$ cat src/rtl/fetch_unit.sv
// Instruction fetch unit: keeps one memory request in flight and buffers fetched
// words in a 2-entry FIFO that feeds the decode stage, with redirect/flush support.
module fetch_unit #(
    parameter logic [31:0] RESET_PC = 32'h0000_0000
) (
    input  logic        clock,
    input  logic        reset_n,
    output logic        imem_req,
    output logic [31:0] imem_addr,
    input  logic        imem_gnt,
    input  logic        imem_rvalid,
    input  logic [31:0] imem_rdata,
    input  logic        redirect,
    input  logic [31:0] redirect_pc,
    input  logic        id_ready,
    output logic        id_valid,
    output logic [31:0] id_pc,
    output logic [31:0] id_inst
);

    typedef enum logic [1:0] {
        S_REQ  = 2'd0,
        S_WAIT = 2'd1,
        S_DROP = 2'd2,
        S_IDLE = 2'd3
    } state_e;

    state_e      state_q, state_d;
    logic [31:0] fetch_pc_q, fetch_pc_d;
    logic [1:0]  count_q, count_d;
    logic [31:0] pc0_q, pc0_d, inst0_q, inst0_d;
    logic [31:0] pc1_q, pc1_d, inst1_q, inst1_d;

    logic        req_s;
    logic        gnt_s;
    logic        pop_s;
    logic        push_s;
    logic [1:0]  occ_s;
    logic [31:0] push_pc_s;
    logic        unused_s;

    // REQ state is only entered with room in the FIFO; the count term is a guard
    assign req_s     = (state_q == S_REQ) && (count_q < 2'd2);
    assign gnt_s     = req_s && imem_gnt;
    assign pop_s     = (count_q != 2'd0) && id_ready;
    assign push_s    = (state_q == S_WAIT) && imem_rvalid && !redirect;
    // fetch_pc already advanced at grant, so the outstanding address sits 4 behind it
    assign push_pc_s = fetch_pc_q - 32'd4;
    assign unused_s  = ^redirect_pc[1:0];

    assign imem_req  = req_s && reset_n;
    assign imem_addr = fetch_pc_q;
    assign id_valid  = (count_q != 2'd0);
    assign id_pc     = pc0_q;
    assign id_inst   = inst0_q;

    // Next-state and fetch address; redirect takes priority over everything else
    always_comb begin
        state_d    = state_q;
        fetch_pc_d = fetch_pc_q;
        if (redirect) begin
            fetch_pc_d = {redirect_pc[31:2], 2'b00};
            case (state_q)
                S_REQ, S_IDLE: state_d = gnt_s ? S_DROP : S_REQ;
                S_WAIT:        state_d = imem_rvalid ? S_REQ : S_DROP;
                S_DROP:        state_d = S_DROP;
                default:       state_d = S_REQ;
            endcase
        end else begin
            case (state_q)
                S_REQ: begin
                    if (gnt_s) begin
                        state_d    = S_WAIT;
                        fetch_pc_d = fetch_pc_q + 32'd4;
                    end else begin
                        state_d = S_REQ;
                    end
                end
                S_WAIT: begin
                    if (imem_rvalid) begin
                        state_d = (count_d < 2'd2) ? S_REQ : S_IDLE;
                    end else begin
                        state_d = S_WAIT;
                    end
                end
                S_DROP:  state_d = imem_rvalid ? S_REQ : S_DROP;
                S_IDLE:  state_d = (count_d < 2'd2) ? S_REQ : S_IDLE;
                default: state_d = S_REQ;
            endcase
        end
    end

    // FIFO update: shift on pop, then write the response behind the surviving entries
    always_comb begin
        count_d = count_q;
        pc0_d   = pc0_q;
        inst0_d = inst0_q;
        pc1_d   = pc1_q;
        inst1_d = inst1_q;
        occ_s   = count_q - {1'b0, pop_s};
        if (redirect) begin
            count_d = 2'd0;
        end else begin
            pc0_d   = pop_s ? pc1_q : pc0_q;
            inst0_d = pop_s ? inst1_q : inst0_q;
            if (push_s) begin
                case (occ_s)
                    2'd0: begin
                        pc0_d   = push_pc_s;
                        inst0_d = imem_rdata;
                    end
                    2'd1: begin
                        pc1_d   = push_pc_s;
                        inst1_d = imem_rdata;
                    end
                    default: begin
                        pc1_d   = pc1_q;
                        inst1_d = inst1_q;
                    end
                endcase
                count_d = (occ_s == 2'd2) ? 2'd2 : (occ_s + 2'd1);
            end else begin
                count_d = occ_s;
            end
        end
    end

    // Control state registers
    always_ff @(posedge clock or negedge reset_n) begin
        if (!reset_n) begin
            state_q    <= S_REQ;
            fetch_pc_q <= RESET_PC;
            count_q    <= 2'd0;
        end else begin
            state_q    <= state_d;
            fetch_pc_q <= fetch_pc_d;
            count_q    <= count_d;
        end
    end

    // FIFO storage registers
    always_ff @(posedge clock or negedge reset_n) begin
        if (!reset_n) begin
            pc0_q   <= 32'd0;
            inst0_q <= 32'd0;
            pc1_q   <= 32'd0;
            inst1_q <= 32'd0;
        end else begin
            pc0_q   <= pc0_d;
            inst0_q <= inst0_d;
            pc1_q   <= pc1_d;
            inst1_q <= inst1_d;
        end
    end

endmodule

$ cat config.mk
export PLATFORM = sky130hd
export DESIGN_NAME = fetch_unit
export DESIGN_NICKNAME = d
export VERILOG_FILES = /design/src/rtl/fetch_unit.sv
export SDC_FILE = /design/constraint.sdc
export NUM_CORES = 1
export LEC_CHECK = 0
export BUFFER_PORTS_ARGS = -buffer_cell sky130_fd_sc_hd__buf_2
export CELL_PAD_IN_SITES_DETAIL_PLACEMENT = 1
export CELL_PAD_IN_SITES_GLOBAL_PLACEMENT = 1
export CORE_MARGIN = 3
export CORE_UTILIZATION = 30
export DETAILED_ROUTE_END_ITERATION = 8
export PLACE_DENSITY = 0.69
export SYNTH_ARGS = -nofsm -noshare
export SYNTH_HDL_FRONTEND = slang
export SYNTH_SLANG_ARGS = --single-unit
export TNS_END_PERCENT = 30
$ cat constraint.sdc
create_clock -name clock -period 3.7 [get_ports clock]
set_input_delay 0.185 -clock clock [delete_from_list [all_inputs] [get_ports clock]]
set_output_delay 0.185 -clock clock [all_outputs]
set_load 0.05 [all_outputs]
# Word-level counts from Yosys, hierarchy flattened
# Cells that the tools add are included.
# classes
addsub,4
order_cmp,2
eq_ne,5
n_mux,20
bitwise_logic,1
reduce_logical,15
# op_table
op,n
$mux 32,9
$add 32x3->32 const B,1
$sub 32x3->32 const B,1
$mux 2,8
$pmux 2 s4,1
$eq 2x2->1 const B,3
$logic_and 1x1->1,6
$pmux 2 s3,1
$reduce_bool 2->1,3
$eq 2x1->1 const B,2
$logic_not 2->1,2
$lt 2x2->1 const B,2
$reduce_and 3->1,1
$add 2x1->2 const B,1
$reduce_and 2->1,1
$reduce_or 2->1,1
$sub 2x1->2,1
$logic_not 1->1,1
$mux 1,1
$not 1->1,1
# totals
reg_bits,164
in_bits,70
out_inout_bits,98
word_cells,54

# Longest topological paths before layout
# Gate-level depths: netlist of run 1.
# depth
word_depth,12
mapped_depth,11
ltp_nobuf,9

# Worst setup path before layout of run 1
# OpenSTA, ideal clock, no wires.
# synth_timing
kind,register to register
startpoint,reg count_q[1]
endpoint,"reg pc0_q[2], in the netlist id_pc[2]"
setup_ns,0.137
arrival_ns,2.514
required_time_ns,3.563
path_slack_ns,1.049
stages_incl_launch_ff,11
n_path_buf,3
synth_period_minus_slack_ns,2.651
cell_sequence,dfrtp_1 > o21ai_0 > inv_1 > ha_1 > xnor2_1 > ha_1 > nor3b_1 > clkbuf_1 > clkbuf_1 > clkbuf_1 > a21oi_1
# synth_between
elab_chain_len,6
word_cells_on_any_way,7
cone_classes,1 x add/sub; 3 x mux; 3 x reduce/logical
# synth_rtl
element,line_no,source
"start, declared",30,"logic [1:0] count_q, count_d;"
"start signal, assigned",137,count_q <= count_d;
$reduce_bool 2->1,45,assign pop_s = (count_q != 2'd0) && id_ready;
$logic_and 1x1->1,45,
$sub 2x1->2,100,"occ_s = count_q - {1'b0, pop_s};"
$logic_not 2->1,107,case (occ_s)
$mux 32,107,
$mux 32 (*),106,if (push_s) begin
"end signal, assigned",149,pc0_q <= pc0_d;
"end, declared",31,"logic [31:0] pc0_q, pc0_d, inst0_q, inst0_d;"
# Mark *: on every way between the ends. The rest lies on a longest branch, timed or not.
# A chain may end at the register's enable or synchronous reset.

# Worst setup path after layout of run 1
# layout_timing
startpoint,reg count_q[1]
endpoint,"reg inst0_q[22], in the netlist id_inst[22]"
# layout_between
elab_chain_len,6
word_cells_on_any_way,7
cone_classes,1 x add/sub; 3 x mux; 3 x reduce/logical
# layout_rtl
element,line_no,source
$reduce_bool 2->1,45,
$logic_and 1x1->1,45,
$sub 2x1->2,100,
$logic_not 2->1,107,
$mux 32,107,
$mux 32 (*),106,
"end signal, assigned",150,inst0_q <= inst0_d;
"end, declared",31,
# Marks and branches as above.

==> results by stage, run 1 <==
Run status:
- The flow ran to the end, and the final reports show no timing, DRC or antenna violations.

Placement:
- In this run, placement finished with an instance count of between 1000 and 1500.
- The worst setup slack before clock tree synthesis is 0.7248 ns.
- The wire-length estimate of the detail-placed layout is 15580 um.
- Routability-driven placement finished with a final weighted congestion of 0.7636.
- The total of buffers placed on input and output ports is 163.

GRT:
- The wire length of the first global-routing pass is approximately 37000 um.
- The overall routing resource usage is 0.1602.
- Entering global routing, the biggest net connects 117 pins.
- The number of antenna violations at the first check in global routing is 0.
- The via count of the first global-routing pass came to 6826.
- The final global-route overflow total is 0.

Cells and area:
- The finished layout holds 1321 standard cells, fillers aside.
- For this run, the post-layout net count is 1058.
- The multi-input combinational cells in the finished layout cover a total of 3655 um2.
- Across the whole layout, storage elements account for between 4000 and 5000 um2.
- In the final layout, the share of cells above drive strength 1 is 0.2603.
- The count of inserted antenna diode cells is 0.
- The filler cells instantiated in the layout total 2888.
- Relative to the synthesized area, the layout overhead comes to 28.18%.

Logic synthesis:
- Of the total synthesized cell area, the portion taken by XOR and XNOR cells is 0.06384.
- Of the synthesized area, sequential elements account for 0.5031.
- The Yosys warning count is 0.
- Counting flops and latches in the post-synthesis netlist gives 160.
- The most used flip-flop cell after synthesis is sky130_fd_sc_hd__dfrtp_1.
- The portion of synthesized area spent on multiplexers is 0.09230.
- The proportion of register bits with asynchronous set or reset after synthesis is 1.000.
- The mean cell area of the mapped netlist is 10.09 um2.
- Summing every instance area after synthesis gives 7958 um2.
- The largest family of logic cells by synthesized area is simple AND/OR/NAND/NOR gates.
- The adder-cell area share of the yosys netlist is 0.01572.
- The cell count after synthesis came out at between 700 and 800.
- The number of distinct library cell variants in the gate-level netlist after synthesis is 46.
- The synthesized-area fraction occupied by ao, oa, aoi and oai cells is 0.1104.
- The number of flops mapped to enable cells by yosys is 0.
- The area fraction in and, or, nand and nor cells after synthesis is 0.1736.

STA:
- The count of pins over their slew limit came to 0.
- The highest achievable clock rate is 333.6 MHz.
- The final sum of negative setup slack is 0 ns.
- Setup repair after global routing left no endpoint under its margin.
- The final critical-path required period is roughly 3.0 ns.
- After layout, the worst setup slack is 0.7025 ns.
- The worst hold slack is 0.03343 ns.
- The count of final hold-check violations came to 0.
- Dividing the final minimum period by the clock period gives 0.8101.
- The actual transition at the worst max-transition pin is 0.9454 ns.
- Measured against its own limit, the worst slew margin works out to 0.3683.
- The final-report setup violation count is 0.
- The worst-case clock skew is 0.009789 ns.

Detailed routing:
- The wire length after detailed routing is 22710 um.
- The antenna violation net count after detailed routing is 0.
- The via count of the routed design is 6497.
- The routed length per placed instance is 17.19 um.
- Dividing the detail-routed via count by the number of cells gives 4.918.
- The remaining design rule violation count is 0.
- The initial DRC count is around 240.
- The detailed-routing iteration count for the pre-antenna-repair pass is 4.

Setup path:
- STA classifies the critical path startpoint as a flip-flop.
- Data on the critical path arrives at its endpoint at roughly 3.3 ns.
- The maximum fanout along the worst path is 116.
- STA classifies the critical path endpoint as a flip-flop.
- For the worst setup path, the data required time is 3.98 ns.
- The type of the worst setup path is reg -> reg.

CTS:
- The clock-pin slew of the registers on the worst-case setup and hold paths is around 0.070 ns.
- The H-tree was split into 4 levels.
- The TritonCTS clock tree is yes.
- The clock latency reported for the late side of the worst-skew pair is 0.43 ns.
- The number of clock buffers added by TritonCTS is 17.
- The total setup buffers inserted after CTS is 0.
- The buffer type at the clock tree root is sky130_fd_sc_hd__clkbuf_16.
- The TritonCTS sink count is 160.
- The maximum number of buffers from clock root to sink is 2.

Power and ir drop:
- In this run the power density over the cells is 697.5 nW/um2.
- Of the total power, combinational logic draws 0.395.
- In this run the power spent charging and discharging nets is 3111 uW.
- The share of total power in sequential cells is 0.366.
- The portion of total power attributed to the clock network is 0.239.
- The switching share of power is 0.4373.
- The maximum vdd drop is approximately 0.00034 V.
- The total leakage power is 0.004562 uW.
- The internal portion of the total power is around 4000 uW.

Min path:
- The worst hold path class is in -> reg.

Floorplan:
- After floorplanning, the core was sized to cover ~26000 um2.
- The floorplan has 58 rows.
- The initial core utilization is 0.3106.
- The chip height is 168.9 um.
- The number of top-level design ports is roughly 170.
- The die is 168.9 um wide.
- The die area is 28520 um2.

Run:
- Max-cap violations in this run came to 0.
cells in the mapped netlist (14+ instances only):
master | n | area [um2]
sky130_fd_sc_hd__dfrtp_1 | 160 | 4004
sky130_fd_sc_hd__nand2_1 | 119 | 446.7
sky130_fd_sc_hd__o21ai_0 | 86 | 430.4
sky130_fd_sc_hd__xnor2_1 | 37 | 324.1
sky130_fd_sc_hd__clkbuf_1 | 36 | 135.1
sky130_fd_sc_hd__mux2_2 | 35 | 394.1
sky130_fd_sc_hd__mux2i_1 | 34 | 340.3
sky130_fd_sc_hd__a211oi_1 | 26 | 195.2
sky130_fd_sc_hd__a21oi_1 | 26 | 130.1
sky130_fd_sc_hd__nor2b_1 | 25 | 156.4
sky130_fd_sc_hd__xor2_1 | 21 | 183.9
sky130_fd_sc_hd__nor2_1 | 19 | 71.32
sky130_fd_sc_hd__nor3_1 | 19 | 95.09
sky130_fd_sc_hd__buf_2 | 18 | 90.09
sky130_fd_sc_hd__nand4_1 | 18 | 112.6
sky130_fd_sc_hd__o21ai_1 | 14 | 70.07
sequential cells by signal, summed over array words and instances (netlist names):
signal and cells:
imem_addr 30, state_q 2, pc1_q 30, id_inst 32, id_pc 32, inst1_q 32
count_q 2
layout by cell type (no fill, tap or decap), drive strengths merged, types with 2 or more instances in the layout:
master       count
a211oi          26
a21oi           26
a2bb2oi          4
and2             5
and3             5
and3b            2
and4             3
buf            171
clkbuf          17
clkinv           7
clkinvlp         3
conb             2
dfrtp          160
dlygate4sd3     60
ha              10
inv             16
mux2            35
mux2i           34
nand2          119
nand3           12
nand4           18
nor2            19
nor2b           25
nor3            26
nor4            12
nor4b            2
o21ai          100
or2              2
or3              2
xnor2           37
xor2            21
layer usage:
layer,track usage,vias to the layer above,wire length (um)
met2,0.2530,177,10320
met3,0.03013,18,1087
met1,0.2284,3202,11080
met4,0.03842,0,224
li1,-,3100,-
met5,0,-,0
power groups by stage:
stage | logic [uW] | clock network [uW] | registers, uW
after floorplan | 1060 | 0 | 3560
after global placement | 2720 | 0 | 2610
after detailed placement | 2780 | 0 | 2640
after CTS | 2840 | 1760 | 2610
after global routing | 3030 | 1840 | 2680
final | 2810 | 1700 | 2610
path summary, 6_finish.rpt:
path | from | end | cells after the start | slack [ns]
worst max-delay path | count_q[1]$_DFF_PN0_ | id_inst[22]$_DFFE_PN0N_ | 8 | 0.70
min in group asynchronous | reset_n | id_inst[3]$_DFFE_PN0N_ | 2 | 0.32
worst min-delay path | redirect_pc[31] | imem_addr[31]$_DFFE_PN0P_ | 3 | 0.03
worst min register to register | id_pc[5]$_DFFE_PN0N_ | id_pc[5]$_DFFE_PN0N_ | 2 | 0.48
max in group asynchronous | reset_n | inst1_q[30]$_DFFE_PN0P_ | 3 | 2.28
worst max register to register | count_q[1]$_DFF_PN0_ | id_inst[22]$_DFFE_PN0N_ | 8 | 0.70
area by class of cell:
class                      instances  area share
sequential                       160      0.3925
tap                              330     0.04048
clock buffer                      17     0.04171
timing repair buffer             231      0.1490
multi-input combinational        556      0.3583
inverter                          12    0.004416
clock inverter                    15     0.01349
per-stage QoR:
stage	total power (uW)	utilization	area [um2]
final	7115	0.3982	10200
after global routing	7548	0.3982	10200
after CTS	7205	0.3982	10200
after detailed placement	5415	0.3527	9036
after global placement	5333	0.3527	9036
after floorplan	4620	-	7961
cell families (layout without fill, tap and decap cells):
kind of cell    Yosys count  in the layout
flops                   160            160
simple gates            259            259
mux                      69             69
buf+inv                  74            275
xor+xnor                 58             58
other cells               1              2
fa+ha+maj                10             10
compound gates          158            158
what timing repair did:
action / 4_1_cts / 5_1_grt
endpoints found under the setup margin: 0 / 0
resized for setup: 0 / 0
hold buffers: 60 / 0
endpoints found under the hold margin: 144 / 0
worst max-delay path, stage by stage (launching register included):
cell	delay, ns
sky130_fd_sc_hd__dfrtp_1	0.44
sky130_fd_sc_hd__o21ai_0	0.46
sky130_fd_sc_hd__inv_1	0.10
sky130_fd_sc_hd__ha_1	0.21
sky130_fd_sc_hd__xnor2_1	0.38
sky130_fd_sc_hd__ha_1	0.25
sky130_fd_sc_hd__nor3b_2	0.32
sky130_fd_sc_hd__buf_12	0.42
sky130_fd_sc_hd__o21ai_0	0.18
No activity file was read; power rests on OpenSTA's default activity.
==> run 2: changes to the inputs <==
Settings changed: PLACE_DENSITY 0.69 to 0.72.
Clock period 3.7 ns to 2.65 ns, I/O delays scaled along.
==> run 2 against run 1 <==
Net effect:
- worst hold slack improved by 0.013 ns
- wire length increased by 4.1%
- via count increased by 0.22%
- worst setup slack got worse by 0.40 ns
- sequential cell count unchanged
- core utilization increased by 0.85 points
- die area unchanged
- cell count increased by 1.5%
- register-to-register slack got worse by 0.40 ns
- clock-buffer cell count unchanged
- highest routed layer unchanged
==> results by stage, run 2 (synthesized netlist as in run 1, its figures left out) <==
Detailed routing:
- The remaining design rule violation count is 0 (unchanged).
- The initial DRC count is 326 (+38%).
- The detailed-routing iteration count for the pre-antenna-repair pass was 4 (unchanged).
- The number of vias per cell is 4.855 (-1.3%).
- The routed length per placed instance was 17.63 um (+2.6%).
- The via count of the routed design was 6511 (+0.22%).
- The antenna violation net count after detailed routing was 0 (unchanged).
- The wire length after detailed routing was 23650 um (+4.1%).

Floorplan:
- The die area is 28520 um2 (unchanged).
- The number of top-level design ports is 168 (unchanged).
- The total number of placement rows is 58 (unchanged).
- The die width is 168.9 um (unchanged).
- The initial core utilization is 0.3106 (unchanged).
- The chip height is 168.9 um (unchanged).
- The area inside the core boundary was 25620 um2 (unchanged).

CTS:
- The count of H-tree levels built during CTS is 4 (unchanged).
- The maximum number of buffers from clock root to sink is 2 (unchanged).
- The clock-pin slew of the registers on the worst-case setup and hold paths is 0.07 ns (about the same).
- The TritonCTS sink count came to 160 (unchanged).
- The buffer type at the clock tree root is sky130_fd_sc_hd__clkbuf_16.
- The number of CTS-inserted buffers came to 17 (unchanged).
- The clock latency reported for the late side of the worst-skew pair is 0.43 ns (about the same).
- TritonCTS built the clock tree.

STA:
- The worst hold slack is 0.04645 ns (+0.01302 ns).
- Setup repair after global routing left no endpoint under its margin.
- The final critical-path required period was 2.352 ns (-0.6451 ns).
- The count of pins over their slew limit came to 0 (unchanged).
- The worst slew margin relative to its limit is 0.4698 (+0.1016).
- The count of final hold-check violations was 0 (unchanged).
- The worst-case clock skew is 0.01034 ns (+0.0005510 ns).
- The post-route clock period utilization is 0.8877 (+0.07757).
- The smallest setup slack after layout is 0.2976 ns (-0.4049 ns).
- The actual transition at the worst max-transition pin is 0.7953 ns (-0.1501 ns).
- The final sum of negative setup slack was 0 ns (unchanged).
- The final-report setup violation count was 0 (unchanged).
- The highest achievable clock rate came to 425.1 MHz (+27%).

Cells and area:
- The footprint of the multi-input gates was 3655 um2 (unchanged).
- The count of inserted antenna diode cells is 0 (unchanged).
- The number of fill cells is 2872 (-0.55%).
- The sequential cell area is 4004 um2 (unchanged).
- The most common cell after layout, fill and taps aside is sky130_fd_sc_hd__buf_2.
- The layout cell share with drive strength beyond 1 is 0.2720 (+0.01166).
- The cell area after layout is 10420 um2 (+2.1%).
- The number of nets in the final layout is 1078 (+1.9%).
- The layout overhead on the synthesized area is 30.91%.
- In the layout the commonest cells are sky130_fd_sc_hd__buf_2, sky130_fd_sc_hd__dfrtp_1, sky130_fd_sc_hd__nand2_1, sky130_fd_sc_hd__o21ai_0, sky130_fd_sc_hd__dlygate4sd3_1.

Placement:
- The global placement routability congestion is 0.7992 (+4.7%).
- The placed standard-cell area is 9226 um2 (+2.1%).
- The HPWL after detailed placement was 16110 um (+3.4%).
- The total of buffers placed on input and output ports came to 163 (unchanged).
- The worst setup slack before clock tree synthesis is 0.2593 ns (-0.4655 ns).

GRT:
- The final global-route overflow total was 0 (unchanged).
- The largest net degree at the start of global routing is 141 (+21%).
- The overall routing resource usage was 0.1682 (+0.008071).
- The number of antenna violations at the first check in global routing is 0 (unchanged).
- The wire length of the first global-routing pass is 38490 um (+4.6%).
- The via count of the first global-routing pass was 7115 (+4.2%).

Power and ir drop:
- The combinational share of power is 0.404 (+0.009).
- The switching component of the power is 4403 uW (+42%).
- The switching share of power is 0.4375 (about the same).
- The share of total power in sequential cells is 0.359 (-0.007).
- The internal power consumption is 5660 uW (+41%).
- The power density relative to cell area is 966.0 nW/um2 (+38%).
- The total power consumption of the routed design was 10060 uW (+41%).
- The total leakage power came to 0.004674 uW (+2.5%).
- The maximum vdd drop is 0.0005692 V (+66%).
- The portion of total power attributed to the clock network came to 0.237 (-0.002).

Setup path:
- STA classifies the critical path endpoint as a flip-flop.
- The maximum fanout along the worst path is 37 (-68%).
- The critical path in this run is classified as reg -> reg.
- The kind of launch point of the worst setup path is a flip-flop.
- The launch point of the worst path is count_q[1]$_DFF_PN0_.
- The startpoint identified for the worst register-to-register timing path is count_q[1]$_DFF_PN0_.
- The worst flop-to-flop path endpoint is id_pc[9]$_DFFE_PN0N_.
- The required time at the worst-slack endpoint came to 2.99 ns (-0.99 ns).
- The flop-to-flop setup slack is 0.30 ns (-0.40 ns).
- In this run the worst setup path terminates at id_pc[9]$_DFFE_PN0N_.
- The arrival time reported for the critical path endpoint was 2.70 ns (-0.58 ns).
- The number of cells on the worst reg-to-reg path is 10 (+2).

Min path:
- The worst hold path stage count came to 2 (-1).
- The worst hold path class is in -> reg.

Run status:
- The flow ran to the end, and the final reports show no timing, DRC or antenna violations.

Run:
- The number of max-capacitance violations reported is 0 (unchanged).
## run 2: cell count changes in the layout (fill, tap and decap cells not counted)
cell / before / now
sky130_fd_sc_hd__clkinvlp_4: 3 / 5
sky130_fd_sc_hd__buf_12: 3 / 8
sky130_fd_sc_hd__o21ai_1: 14 / 15
sky130_fd_sc_hd__dlygate4sd3_1: 60 / 63
sky130_fd_sc_hd__clkinv_4: 4 / 2
sky130_fd_sc_hd__buf_4: 5 / 17
sky130_fd_sc_hd__o21ai_0: 86 / 85
## run 2: timing repair
action,4_1_cts,5_1_grt
gates resized for setup,0,1
setup endpoints to repair,0,2
setup buffers,0,0
endpoints found under the hold margin,114,0
hold buffers,63,0
## run 2: final cells by class
class | count | area share
sequential | 160 | 0.3843
timing repair buffer | 251 | 0.1671
multi-input combinational | 556 | 0.3508
clock buffer | 17 | 0.04084
tap | 330 | 0.03963
clock inverter | 15 | 0.01297
inverter | 12 | 0.004324
## run 2: through the flow
stage	util	std cells
3_3_place_gp	0.3602	1246
2_1_floorplan	-	790
6_report	0.4067	1341
5_1_grt	0.4067	1341
3_5_place_dp	0.3602	1246
4_1_cts	0.4067	1341
## run 2: worst min path at each step
stage | startpoint | to | slack (ns)
floorplan | reset_n | count_q[0]$_DFF_PN0_ | -0.16
global placement | reset_n | id_inst[10]$_DFFE_PN0N_ | -0.008
detailed placement | reset_n | inst1_q[10]$_DFFE_PN0P_ | -0.004
CTS | redirect | id_pc[5]$_DFFE_PN0N_ | 0.03
global route | redirect | id_pc[5]$_DFFE_PN0N_ | 0.06
finish | redirect | id_pc[5]$_DFFE_PN0N_ | 0.05
## run 2: power by group through the flow
| stage | Clock [uW] | Combinational, uW | Sequential [uW] |
|---|---|---|---|
| floorplan | 0 | 1480 | 4970 |
| global placement | 0 | 3920 | 3610 |
| detailed placement | 0 | 4000 | 3670 |
| CTS | 2450 | 4090 | 3630 |
| global route | 2560 | 4380 | 3730 |
| finish | 2380 | 4060 | 3620 |
## run 2: routing by layer
| metal | up-vias | global-route usage | wire length (um) |
|---|---|---|---|
| met2 | 153 | 0.2717 | 10960 |
| met3 | 22 | 0.03550 | 1104 |
| met4 | 0 | 0.04340 | 300 |
| li1 | 3148 | - | - |
| met1 | 3188 | 0.2312 | 11280 |
| met5 | - | 0 | 0 |
## run 2: critical path: stages (launching register included)
cell                       delay (ns)
sky130_fd_sc_hd__dfrtp_1         0.42
sky130_fd_sc_hd__o21ai_1         0.17
sky130_fd_sc_hd__inv_1           0.06
sky130_fd_sc_hd__ha_1            0.18
sky130_fd_sc_hd__xnor2_1         0.25
sky130_fd_sc_hd__ha_1            0.21
sky130_fd_sc_hd__nor3b_2         0.27
sky130_fd_sc_hd__buf_12          0.25
sky130_fd_sc_hd__buf_12          0.19
sky130_fd_sc_hd__a211oi_1        0.06
sky130_fd_sc_hd__a21oi_1         0.16
